### config.mk
export PLATFORM = sky130hd
export DESIGN_NAME = mem_access_unit_flat
export DESIGN_NICKNAME = d
export VERILOG_FILES = /design/src/rtl/mem_access_unit_if.sv /design/src/rtl/mem_access_unit.sv /design/src/flat_wrapper.sv
export SDC_FILE = /design/constraint.sdc
export NUM_CORES = 1
export LEC_CHECK = 0
export ABC_AREA = 0
export CORE_UTILIZATION = 48
export DETAILED_ROUTE_END_ITERATION = 12
export PLACE_DENSITY = 0.85
export SETUP_SLACK_MARGIN = 0.2
export SLEW_MARGIN = 10
export SYNTH_ARGS = -nofsm -noshare
export SYNTH_HDL_FRONTEND = slang
export SYNTH_SLANG_ARGS = --single-unit
export TNS_END_PERCENT = 10
### constraint.sdc
create_clock -name clk -period 3.44 [get_ports clk]
set_clock_uncertainty 0.1 [all_clocks]
set_input_delay 0.516 -clock clk [delete_from_list [all_inputs] [get_ports clk]]
set_output_delay 0.516 -clock clk [all_outputs]
set_load 0.05 [all_outputs]
### src/rtl/mem_access_unit_if.sv
// ============================================================================
// Module   : mem_access_unit_if
// Purpose  : Request/response and word-memory port bundle for mem_access_unit.
// Revision : 1.0 - initial release
// ============================================================================
`default_nettype none

interface mem_access_unit_if #(
    parameter int ADDR_W = 10
);
    logic              req_valid;
    logic              req_ready;
    logic              req_we;
    logic [1:0]        req_size;
    logic              req_unsigned;
    logic [ADDR_W+1:0] req_addr;
    logic [31:0]       req_wdata;

    logic              resp_valid;
    logic [31:0]       resp_rdata;
    logic              resp_err;

    logic [ADDR_W-1:0] mem_address;
    logic [31:0]       mem_data;
    logic              mem_we;
    logic [31:0]       mem_q;

    // Pipeline plus memory side of the unit.
    modport master (
        output req_valid, req_we, req_size, req_unsigned, req_addr, req_wdata, mem_q,
        input  req_ready, resp_valid, resp_rdata, resp_err, mem_address, mem_data, mem_we
    );

    modport slave (
        input  req_valid, req_we, req_size, req_unsigned, req_addr, req_wdata, mem_q,
        output req_ready, resp_valid, resp_rdata, resp_err, mem_address, mem_data, mem_we
    );
endinterface

`default_nettype wire

### src/rtl/mem_access_unit.sv
// ============================================================================
// Module   : mem_access_unit
// Purpose  : Byte-addressed load/store sequencer onto a word memory, with
//            read-modify-write for sub-word stores. Optional misalignment
//            trap selected by macro MAU_MISALIGN_TRAP_EN.
// Revision : 1.0 - initial release
// ============================================================================
`default_nettype none

module mem_access_unit #(
    parameter int ADDR_W = 10
) (
    input  wire logic         clk,
    input  wire logic         rst_n,
    mem_access_unit_if.slave  bus
);

    typedef enum logic [2:0] {
        S_IDLE   = 3'd0,
        S_LOAD   = 3'd1,
        S_RMW_RD = 3'd2,
        S_WRITE  = 3'd3,
        S_RESP   = 3'd4
    } state_t;

    state_t            r_state;
    logic              r_ready;
    logic              r_resp_valid;
    logic [31:0]       r_resp_rdata;
    logic [ADDR_W-1:0] r_mem_address;
    logic [31:0]       r_mem_data;
    logic [1:0]        r_off;
    logic [1:0]        r_size;
    logic              r_unsigned;
    logic [15:0]       r_wdata;
    logic [1:0]        w_off;
    logic              w_trap;

    // Lane offset after aligning halves/words down to their natural boundary.
    always_comb begin
        w_off = bus.req_addr[1:0];
        if (bus.req_size == 2'b01) begin
            w_off[0] = 1'b0;
        end else if (bus.req_size[1]) begin
            w_off = 2'b00;
        end
    end

`ifdef MAU_MISALIGN_TRAP_EN
    logic r_resp_err;
    assign w_trap       = (w_off != bus.req_addr[1:0]);
    assign bus.resp_err = r_resp_err;
`else
    assign w_trap       = 1'b0;
    assign bus.resp_err = 1'b0;
`endif

    function automatic logic [31:0] extract(input logic [31:0] q, input logic [1:0] sz,
                                            input logic [1:0] off, input logic uns);
        logic [7:0]  b;
        logic [15:0] h;
        b = q[{off, 3'b000} +: 8];
        h = off[1] ? q[31:16] : q[15:0];
        case (sz)
            2'b00:   extract = {{24{b[7] & ~uns}}, b};
            2'b01:   extract = {{16{h[15] & ~uns}}, h};
            default: extract = q;
        endcase
    endfunction

    function automatic logic [31:0] merge(input logic [31:0] q, input logic [15:0] wd,
                                          input logic is_half, input logic [1:0] off);
        merge = q;
        if (is_half) begin
            if (off[1]) merge[31:16] = wd;
            else        merge[15:0]  = wd;
        end else begin
            merge[{off, 3'b000} +: 8] = wd[7:0];
        end
    endfunction

    // The mem_data register doubles as the merge register: the merged word
    // is captured straight from mem_q so it is ready for the WRITE cycle.
    always_ff @(posedge clk or negedge rst_n) begin
        if (!rst_n) begin
            r_state       <= S_IDLE;
            r_ready       <= 1'b1;
            r_resp_valid  <= 1'b0;
            r_resp_rdata  <= '0;
            r_mem_address <= '0;
            r_mem_data    <= '0;
            r_off         <= '0;
            r_size        <= '0;
            r_unsigned    <= 1'b0;
            r_wdata       <= '0;
`ifdef MAU_MISALIGN_TRAP_EN
            r_resp_err    <= 1'b0;
`endif
        end else begin
            case (r_state)
                S_IDLE: begin
                    if (bus.req_valid) begin
                        r_ready    <= 1'b0;
                        r_off      <= w_off;
                        r_size     <= bus.req_size;
                        r_unsigned <= bus.req_unsigned;
                        r_wdata    <= bus.req_wdata[15:0];
                        if (w_trap) begin
                            r_resp_valid <= 1'b1;
                            r_resp_rdata <= '0;
`ifdef MAU_MISALIGN_TRAP_EN
                            r_resp_err   <= 1'b1;
`endif
                            r_state      <= S_RESP;
                        end else begin
                            r_mem_address <= bus.req_addr[ADDR_W+1:2];
                            if (!bus.req_we) begin
                                r_state <= S_LOAD;
                            end else if (bus.req_size[1]) begin
                                r_mem_data <= bus.req_wdata;
                                r_state    <= S_WRITE;
                            end else begin
                                r_state <= S_RMW_RD;
                            end
                        end
                    end
                end
                S_LOAD: begin
                    r_resp_rdata <= extract(bus.mem_q, r_size, r_off, r_unsigned);
                    r_resp_valid <= 1'b1;
                    r_state      <= S_RESP;
                end
                S_RMW_RD: begin
                    r_mem_data <= merge(bus.mem_q, r_wdata, r_size[0], r_off);
                    r_state    <= S_WRITE;
                end
                S_WRITE: begin
                    r_resp_rdata <= '0;
                    r_resp_valid <= 1'b1;
                    r_state      <= S_RESP;
                end
                S_RESP: begin
                    r_resp_valid <= 1'b0;
                    r_resp_rdata <= '0;
`ifdef MAU_MISALIGN_TRAP_EN
                    r_resp_err   <= 1'b0;
`endif
                    r_ready      <= 1'b1;
                    r_state      <= S_IDLE;
                end
                default: begin
                    r_ready <= 1'b1;
                    r_state <= S_IDLE;
                end
            endcase
        end
    end

    assign bus.req_ready   = r_ready;
    assign bus.resp_valid  = r_resp_valid;
    assign bus.resp_rdata  = r_resp_rdata;
    assign bus.mem_address = r_mem_address;
    assign bus.mem_data    = r_mem_data;
    assign bus.mem_we      = (r_state == S_WRITE);

endmodule

`default_nettype wire
### src/flat_wrapper.sv
// flat-port wrapper written by rule: the top's interface ports become plain ports
module mem_access_unit_flat 
#(
    parameter int ADDR_W = 10
)
  (clk, rst_n, bus_req_valid, bus_req_we, bus_req_size, bus_req_unsigned, bus_req_addr, bus_req_wdata, bus_mem_q, bus_req_ready, bus_resp_valid, bus_resp_rdata, bus_resp_err, bus_mem_address, bus_mem_data, bus_mem_we);
  mem_access_unit_if #(.ADDR_W(ADDR_W)) bus_i ();
  input  wire logic clk;
  input  wire logic rst_n;
  input wire logic [$bits(bus_i.req_valid)-1:0] bus_req_valid;
  input wire logic [$bits(bus_i.req_we)-1:0] bus_req_we;
  input wire logic [$bits(bus_i.req_size)-1:0] bus_req_size;
  input wire logic [$bits(bus_i.req_unsigned)-1:0] bus_req_unsigned;
  input wire logic [$bits(bus_i.req_addr)-1:0] bus_req_addr;
  input wire logic [$bits(bus_i.req_wdata)-1:0] bus_req_wdata;
  input wire logic [$bits(bus_i.mem_q)-1:0] bus_mem_q;
  output wire logic [$bits(bus_i.req_ready)-1:0] bus_req_ready;
  output wire logic [$bits(bus_i.resp_valid)-1:0] bus_resp_valid;
  output wire logic [$bits(bus_i.resp_rdata)-1:0] bus_resp_rdata;
  output wire logic [$bits(bus_i.resp_err)-1:0] bus_resp_err;
  output wire logic [$bits(bus_i.mem_address)-1:0] bus_mem_address;
  output wire logic [$bits(bus_i.mem_data)-1:0] bus_mem_data;
  output wire logic [$bits(bus_i.mem_we)-1:0] bus_mem_we;
  assign bus_i.req_valid = bus_req_valid;
  assign bus_i.req_we = bus_req_we;
  assign bus_i.req_size = bus_req_size;
  assign bus_i.req_unsigned = bus_req_unsigned;
  assign bus_i.req_addr = bus_req_addr;
  assign bus_i.req_wdata = bus_req_wdata;
  assign bus_i.mem_q = bus_mem_q;
  assign bus_req_ready = bus_i.req_ready;
  assign bus_resp_valid = bus_i.resp_valid;
  assign bus_resp_rdata = bus_i.resp_rdata;
  assign bus_resp_err = bus_i.resp_err;
  assign bus_mem_address = bus_i.mem_address;
  assign bus_mem_data = bus_i.mem_data;
  assign bus_mem_we = bus_i.mem_we;
  mem_access_unit #(.ADDR_W(ADDR_W)) u_core (.clk(clk), .rst_n(rst_n), .bus(bus_i));
endmodule
# --- After elaboration in Yosys (flattened, before gate mapping) ---
# Cells that the tools add are included.
# W data, S select, Z words.
word_totals:
  out_inout_bits: 78
  register_bits: 100
op_classes:
  bitwise: 4
  n_shift: 3
  n_mux: 21
  n_addsub: 1
  eq_ne: 9
  n_reduce_logical: 11
ops:
  columns: ["op", "n"]
  rows:
  - ["$pmux W32 S2", 3]
  - ["$mux W32", 4]
  - ["$mux W16", 3]
  - ["$bwmux W32", 1]
  - ["$shift A8 B7 Y32 const A", 1]
  - ["$shiftx A32 B6 Y8", 1]
  - ["$shiftx A8 B7 Y32", 1]
  - ["$pmux W3 S3", 1]
  - ["$neg A5 Y7", 1]
  - ["$eq A3 B2 Y1 const B", 2]
  - ["$mux W3", 2]
  - ["$ne A2 B2 Y1 const B", 3]
  - ["$reduce_bool A2 Y1", 3]
  - ["$eq A2 B1 Y1 const B", 2]
  - ["$mux W1", 4]
  - ["$pmux W1 S2", 2]
  - ["$reduce_and A2 Y1", 2]
  - ["$reduce_and A4 Y1", 1]
  - ["$reduce_or A2 Y1", 2]
  - ["$eq A3 B1 Y1 const B", 1]
  - ["$eq A3 B3 Y1 const B", 1]
  - ["$logic_not A3 Y1", 1]
  - ["$reduce_or A3 Y1", 1]
  - ["$and A1 B1 Y1", 2]
  - ["other kinds (3)", 4]

# --- Longest topological paths before layout ---
# Gate-level depths: netlist of run 1.
depth:
  word_depth: 5
  depth_mapped: 9

# --- Least setup slack after synthesis of run 1 ---
# No wires, ideal clock.
synth_path:
  kind: "register to register"
  start: "register u_core.r_off[1]"
  end: "register u_core.r_mem_data[5], in the netlist u_core.bus.mem_data[5]"
  setup_time_ns: 0.126
  path_slack_ns: 1.170
  stages_incl_launch_ff: 10
  required_time_ns: 3.214
  arrival_ns: 2.044
  period_less_slack_ns: 2.270
  path_cell_list: "dfrtp_1 buf_2 buf_4 inv_1 ha_1 and4bb_2 clkbuf_1 a221oi_1 a211oi_1 a221o_1"
synth_via:
  elab_chain_len: 5
synth_rtl:
  columns: ["item", "line_no", "source"]
  rows:
  - ["from (decl)", "mem_access_unit.sv:32", "logic [1:0] r_off;"]
  - ["from (signal assigned)", "mem_access_unit.sv:104", "r_off <= w_off;"]
  - ["$neg A5 Y7", "mem_access_unit.sv:78", "merge[{off, 3'b000} +: 8] = wd[7:0];"]
  - ["$shiftx A8 B7 Y32 or $shift A8 B7 Y32 (tied branches)", "mem_access_unit.sv:78", null]
  - ["$bwmux W32", "mem_access_unit.sv:78", null]
  - ["$mux W32 *", "mem_access_unit.sv:74", "if (is_half) begin"]
  - ["$pmux W32 S2 *", "mem_access_unit.sv:100", "case (r_state)"]
  - ["to (signal assigned)", "mem_access_unit.sv:120", "r_mem_data <= bus.req_wdata;"]
  - ["to (signal assigned)", "mem_access_unit.sv:134", "r_mem_data <= merge(bus.mem_q, r_wdata, r_size[0], r_off);"]
  - ["to (decl)", "mem_access_unit.sv:31", "logic [31:0] r_mem_data;"]
# Every way passes the cells marked *; elsewhere a longest branch is shown, timed or not.
# A chain may end at the register's enable or synchronous reset.

# --- Worst setup path in the final report of run 1 ---
layout_path:
  start: "register u_core.r_state[0]"
  end: "output bus_mem_we"
layout_via:
  elab_chain_len: 1
layout_rtl:
  columns: ["item", "line_no", "source"]
  rows:
  - ["from (decl)", "mem_access_unit.sv:26", "state_t r_state;"]
  - ["from (signal assigned)", "mem_access_unit.sv:86", "r_state <= S_IDLE;"]
  - ["from (signal assigned)", "mem_access_unit.sv:114", "r_state <= S_RESP;"]
  - ["from (signal assigned)", "mem_access_unit.sv:118", "r_state <= S_LOAD;"]
  - ["$eq A3 B2 Y1", "mem_access_unit.sv:164", "assign bus.mem_we = (r_state == S_WRITE);"]
  - ["to (decl)", "flat_wrapper.sv:23", "output wire logic [$bits(bus_i.mem_we)-1:0] bus_mem_we;"]
# Every way passes these cells.

==> results of run 1 <==
==> layout make-up <==
class,count,area (sq um)
fillers,852,3600
multi-input cells,340,2750
flip-flops and latches,100,2510
repair buffers,168,1670
clock buffers,9,225
well taps,140,175
clock inverters,7,80.1
inverters,6,22.5
==> cells in the final DEF (no fill, tap or decap), drive strengths merged, types with 3 or more instances in the layout <==
cell type	netlist	layout
clkbuf	18	9
a21o	7	7
a22oi	7	7
nor2	8	8
ha	5	5
mux2i	45	45
a211oi	16	16
nand2	19	19
a21oi	29	29
a221o	40	40
dfrtp	99	99
nor2b	11	11
nand2b	16	16
o21ai	36	36
a32o	8	8
a221oi	24	24
nand3	4	4
and2	3	3
mux2	37	37
clkdlybuf4s50	0	158
inv	6	10
buf	31	10
==> registers in the layout, summed over array words and instances (netlist names) <==
name / flops
u_core.bus.mem_data: 32
u_core.bus.resp_rdata: 32
u_core.r_wdata: 16
u_core.bus.mem_address: 10
u_core.r_state: 3
u_core.r_off: 2
u_core.r_size: 2
u_core.bus.req_ready: 1
u_core.bus.resp_valid: 1
u_core.r_unsigned: 1
==> cell usage after synthesis, drive strengths merged, types with 2 or more instances <==
cell type / n
dfrtp: 99
mux2i: 45
a221o: 40
mux2: 37
o21ai: 36
buf: 31
a21oi: 29
a221oi: 24
nand2: 19
clkbuf: 18
a211oi: 16
nand2b: 16
nor2b: 11
a32o: 8
nor2: 8
a21o: 7
a22oi: 7
inv: 6
ha: 5
nand3: 4
and2: 3
and3b: 2
nand3b: 2
nor3: 2
nor4bb: 2
o211ai: 2
==> cells by family after synthesis <==
kind of cell               Yosys count  share of synthesized area
AOI/OAI and AO/OA                  174                      0.242
other                                1                   0.000679
muxes                               82                      0.157
and+or+nand+nor                     78                     0.0868
adders and majority gates            5                     0.0113
buffers and inverters               55                     0.0492
DFF                                100                      0.453
==> layer usage <==
metal  track usage  vias up  share of wire
li1              -     2167              -
met1         0.384     2406           0.38
met2         0.458      307           0.47
met3        0.0460       67          0.095
met4         0.169        0          0.047
met5             0        -              0
==> power breakdown <==
group | internal, mW | total, mW | switching, mW
registers | 1.75 | 2.39 | 0.638
logic | 1.87 | 4.86 | 2.99
clock network | 0.519 | 1.03 | 0.513
==> through the flow <==
step / power, mW / worst slack, ns
6_report: 8.29 / 0.697
5_1_grt: 8.65 / 0.603
4_1_cts: 8.24 / 0.702
3_5_place_dp: 7.18 / 0.925
3_3_place_gp: 7.06 / 1.06
2_1_floorplan: 5.66 / 1.17
==> critical path, cell delays in order, from the launching register on <==
cell and delay, ns:
dfrtp_1 0.55, nor2b_1 0.27, and2_1 0.16, clkdlybuf4s50_1 0.80
==> path summary, 6_finish.rpt <==
| path | startpoint | end | slack [ns] | cells after the start |
|---|---|---|---|---|
| max in group asynchronous | rst_n | u_core.bus.req_ready | 2.39 | 2 |
| min in group clk | u_core.bus.resp_rdata[13] | u_core.bus.resp_rdata[13] | 0.40 | 1 |
| max | u_core.r_state[0] | bus_mem_we | 0.70 | 3 |
| max reg2reg | u_core.r_off[1] | u_core.bus.mem_data[23] | 0.81 | 6 |
| min reg2reg | u_core.bus.resp_rdata[13] | u_core.bus.resp_rdata[13] | 0.40 | 1 |
| min | rst_n | u_core.bus.resp_rdata[22] | 0.09 | 1 |
==> impl_metrics.py, run 1 <==
metrics = {
    "sta": {
        "hold_viol_final": 0,
        "fin_crit_sh": 0.797,
        "timing.fmax_mhz": 365,
        "final-setup-viol-count": 0,
        "slew_headroom": 0.344,
        "setup_tns_ns": 0,
        "period_minus_slack_ns": 2.74,
        "tightestPinTransition_ns": 0.984,
        "holdWs_ns": 0.0882,
        "maxSlewViolCount": 0,
        "rsz0062_at_grt": "false",
    },
    "global_route": {
        "grt_max_degree": 73,
        "grt_pass1_wl_mm": 26.3,
        "antenna_found_initial": 0,
        "grt_use_total": 0.292,
        "grt_pass1_vias": 4883,
        "grt-ovfl-total": 0,
    },
    "critical_path": {
        "worstSetupStartpointType": "flop",
        "critical_path_arrival_ns": 2.13,
        "crit_type": "reg -> out",
        "cp-end-kind": "output port",
        "cp_max_fo": 10,
        "cp.required_ns": 2.82,
    },
    "clock_network": {
        "clk_pin_slew_ns": 0.08,
        "cts_made_buffers": 9,
        "cts_resized": 0,
        "root_buffer": "clkbuf_16",
        "clk_latency_ns": 0.35,
        "cts.sink_count": 100,
        "cts_hold_buf": 0,
        "cts_setup_buffers": 0,
        "cts.path.max_buffers": 2,
        "cts_tree": "yes",
        "cts.htree.levels": 3,
    },
    "yosys": {
        "synth_top_area_cell": "dfrtp_1",
        "synth_edf_count": 0,
        "synth_seq_cells": 100,
        "yosys_warnings": 0,
        "synthFlopType": "dfrtp_1",
        "netlist.area_leader.share": 0.449,
        "syn_nets": 583,
        "synth_seq_area_share": 0.453,
        "avgSynthCellArea_sq_um": 11.2,
        "synth_area_sq_um": 5520,
        "async_flop_share": 1.00,
        "synth_cells": 495,
        "synth_area_leaders": "dfrtp_1, mux2i_1, mux2_2",
        "ys_types": 50,
    },
    "power": {
        "power.leakage_nw": 3.02,
        "cellPowerDensity_nw_per_um2": 1120,
        "vdd_drop_max_mv": 0.610,
    },
    "die": {
        "io_pins": 161,
        "initial_core_util": 0.501,
        "rows": 38,
        "die-width_um": 109,
        "die_y_um": 109,
        "dieArea_sq_um": 11900,
        "core_sq_um": 11000,
    },
    "placed_design": {
        "routabilityCongestion": 0.923,
        "portBuffers": 159,
        "dp_hpwl_mm": 12.2,
        "dp.cells": 754,
        "dpl_cell_area_sq_um": 7120,
    },
    "drt": {
        "dr.pass1.iters": 5,
        "drt_drc_violations_left": 0,
        "wl_mm": 17.2,
        "avgRoutedWirePerCell_um": 22.4,
        "ant_nets": 0,
        "via_per_inst": 6.42,
        "first_iter_violations": 456,
        "detailroute.via_count": 4947,
    },
    "hold_path": {
        "hp-class": "in -> async",
    },
    "final_layout": {
        "drive_gt1_frac": 0.138,
        "syn_to_final_growth_pct": 34.5,
        "finalNonFillerCells": 770,
        "finish.utilization": 0.673,
        "nets": 713,
        "fin_area_sq_um": 7430,
        "n_antenna_cell": 0,
    },
    "job": {
        "cap_violations": 0,
    },
    "run_status": {
        "status": "complete, no violations",
    },
}
Power figures use the tool's default switching activity.
==> run 2: changes to the inputs <==
- CORE_UTILIZATION: 48 -> 43
- PLACE_DENSITY: 0.85 -> 0.81
- clock period: 3.44 -> 2.3 ns (I/O delays scaled with it)
==> impl_metrics.py, run 2 (same netlist as run 1, synthesis figures left out) <==
metrics = {
    "final_layout": {
        "multi_input_area_sq_um": 2770,
        "layout_common_cells": "clkdlybuf4s50_1, dfrtp_1, mux2i_1",
        "drive_gt1_frac": 0.165,
        "n_antenna_cell": 0,
        "syn_to_final_growth_pct": 39.6,
        "fill_cells": 1020,
        "register_area_sq_um": 2510,
        "layout.cells.most_common": "clkdlybuf4s50_1",
        "finalNonFillerCells": 819,
        "nets": 730,
    },
    "critical_path": {
        "startpoint": "u_core.r_off[1]",
        "crit_end": "u_core.bus.resp_rdata[8]",
        "cp-end-kind": "flop",
        "cp_max_fo": 26,
        "reg2reg_slack_ns": 0.29,
        "rr_startpoint": "u_core.r_off[1]",
        "critical_path_arrival_ns": 2.15,
        "r2r_cells": 5,
        "cp.required_ns": 2.44,
        "crit_type": "reg -> reg",
        "worstSetupStartpointType": "flop",
        "r2r-end": "u_core.bus.resp_rdata[8]",
    },
    "drt": {
        "dr.pass1.iters": 5,
        "avgRoutedWirePerCell_um": 21.9,
        "drt_drc_violations_left": 0,
        "first_iter_violations": 489,
        "detailroute.via_count": 4988,
        "via_per_inst": 6.09,
        "wl_mm": 18.0,
        "ant_nets": 0,
    },
    "die": {
        "core_sq_um": 12600,
        "dieArea_sq_um": 13300,
        "rows": 41,
        "die_y_um": 115,
        "io_pins": 161,
        "initial_core_util": 0.439,
        "die-width_um": 115,
    },
    "placed_design": {
        "dp_hpwl_mm": 13.1,
        "portBuffers": 159,
        "dp.cells": 802,
        "routabilityCongestion": 0.944,
    },
    "sta": {
        "setup_tns_ns": 0,
        "tightestPinTransition_ns": 0.578,
        "slew_headroom": 0.615,
        "timing.fmax_mhz": 497,
        "final-setup-viol-count": 0,
        "fin_crit_sh": 0.875,
        "maxSlewViolCount": 0,
        "rsz0062_at_grt": "false",
        "period_minus_slack_ns": 2.01,
        "hold_viol_final": 0,
    },
    "global_route": {
        "grt_max_degree": 50,
        "grt_use_total": 0.280,
        "grt-ovfl-total": 0,
        "grt_pass1_wl_mm": 27.7,
        "grt_pass1_vias": 5018,
        "antenna_found_initial": 0,
    },
    "clock_network": {
        "cts_tree": "yes",
        "cts.path.max_buffers": 2,
        "clk_pin_slew_ns": 0.06,
        "clk_latency_ns": 0.36,
        "cts.htree.levels": 3,
        "root_buffer": "clkbuf_16",
        "cts_made_buffers": 9,
        "cts.sink_count": 100,
        "cts_setup_buffers": 0,
    },
    "power": {
        "power.leakage_nw": 3.15,
        "vdd_drop_max_mv": 0.865,
        "cellPowerDensity_nw_per_um2": 1660,
    },
    "run_status": {
        "status": "complete, no violations",
    },
    "job": {
        "cap_violations": 0,
    },
    "hold_path": {
        "hp-class": "in -> async",
    },
}
[run 2: cell count changes in the layout (fill, tap and decap cells not counted), moves of 2 or more]
cell             before  now
buf_12                1    5
buf_4                 9   22
bufinv_16             0    3
clkbuf_8              0    2
clkdlybuf4s50_1     158  156
clkinv_8              2    0
inv_1                 6    4
inv_2                 0    2
inv_6                 2    0
inv_8                 2    0
[run 2: report_power, final]
| group | switching [mW] | internal (mW) |
|---|---|---|
| Combinational | 4.62 | 2.95 |
| Sequential | 0.840 | 2.63 |
| Clock | 0.662 | 1.12 |
[run 2: per-layer routing]
layer	GRT usage	wire length, um	vias up	share of wire
met3	0.0611	1360	26	0.075
met2	0.447	8670	245	0.48
met5	0	0	-	0
li1	-	-	2201	-
met4	0.102	403	0	0.022
met1	0.373	7520	2516	0.42
[run 2: final cells by class]
| type | count | share of cell area |
|---|---|---|
| Clock buffer | 12 | 0.0333 |
| Clock inverter | 4 | 0.0123 |
| Inverter | 6 | 0.00292 |
| Multi-Input combinational cell | 340 | 0.359 |
| Sequential cell | 100 | 0.325 |
| Tap cell | 172 | 0.0279 |
| Timing Repair Buffer | 185 | 0.239 |
[run 2: worst min path at each step]
stage | slack [ns] | depth (start not counted) | start | end
2_1_floorplan | -0.05 | 0 | rst_n | u_core.bus.mem_address[0]
3_3_place_gp | 0.21 | 1 | rst_n | u_core.bus.resp_rdata[21]
3_5_place_dp | 0.22 | 1 | rst_n | u_core.bus.resp_rdata[20]
4_1_cts | 0.39 | 2 | rst_n | u_core.bus.resp_rdata[20]
5_1_grt | 0.41 | 2 | rst_n | u_core.bus.resp_rdata[20]
6_report | 0.38 | 2 | rst_n | u_core.bus.resp_rdata[20]
[run 2: worst max-delay path, stage by stage (launching register included)]
cell	delay, ns
dfrtp_2	0.41
buf_12	0.22
mux2_2	0.41
a2bb2oi_2	0.32
o21ai_0	0.15
a32o_1	0.28
[run 2: repair_timing]
item / 4_1_cts / 5_1_grt
hold endpoints to repair: 32 / 0
endpoints found under the setup margin: 1 / 22
hold buffers: 1 / 0
gates resized for setup: 1 / 3
[run 2: through the flow]
| stage | power [mW] | hold WS (ns) | utilization | cell area [sq um] | setup WS [ns] |
|---|---|---|---|---|---|
| after floorplan | 8.52 | -0.0506 | - | 5550 | 0.196 |
| after global placement | 10.8 | 0.212 | 0.584 | 7340 | 0.188 |
| after detailed placement | 11.0 | 0.215 | 0.584 | 7340 | 0.145 |
| after CTS | 12.8 | 0.391 | 0.613 | 7700 | 0.244 |
| after global routing | 13.4 | 0.407 | 0.613 | 7710 | 0.206 |
| final | 12.8 | 0.377 | 0.613 | 7710 | 0.287 |
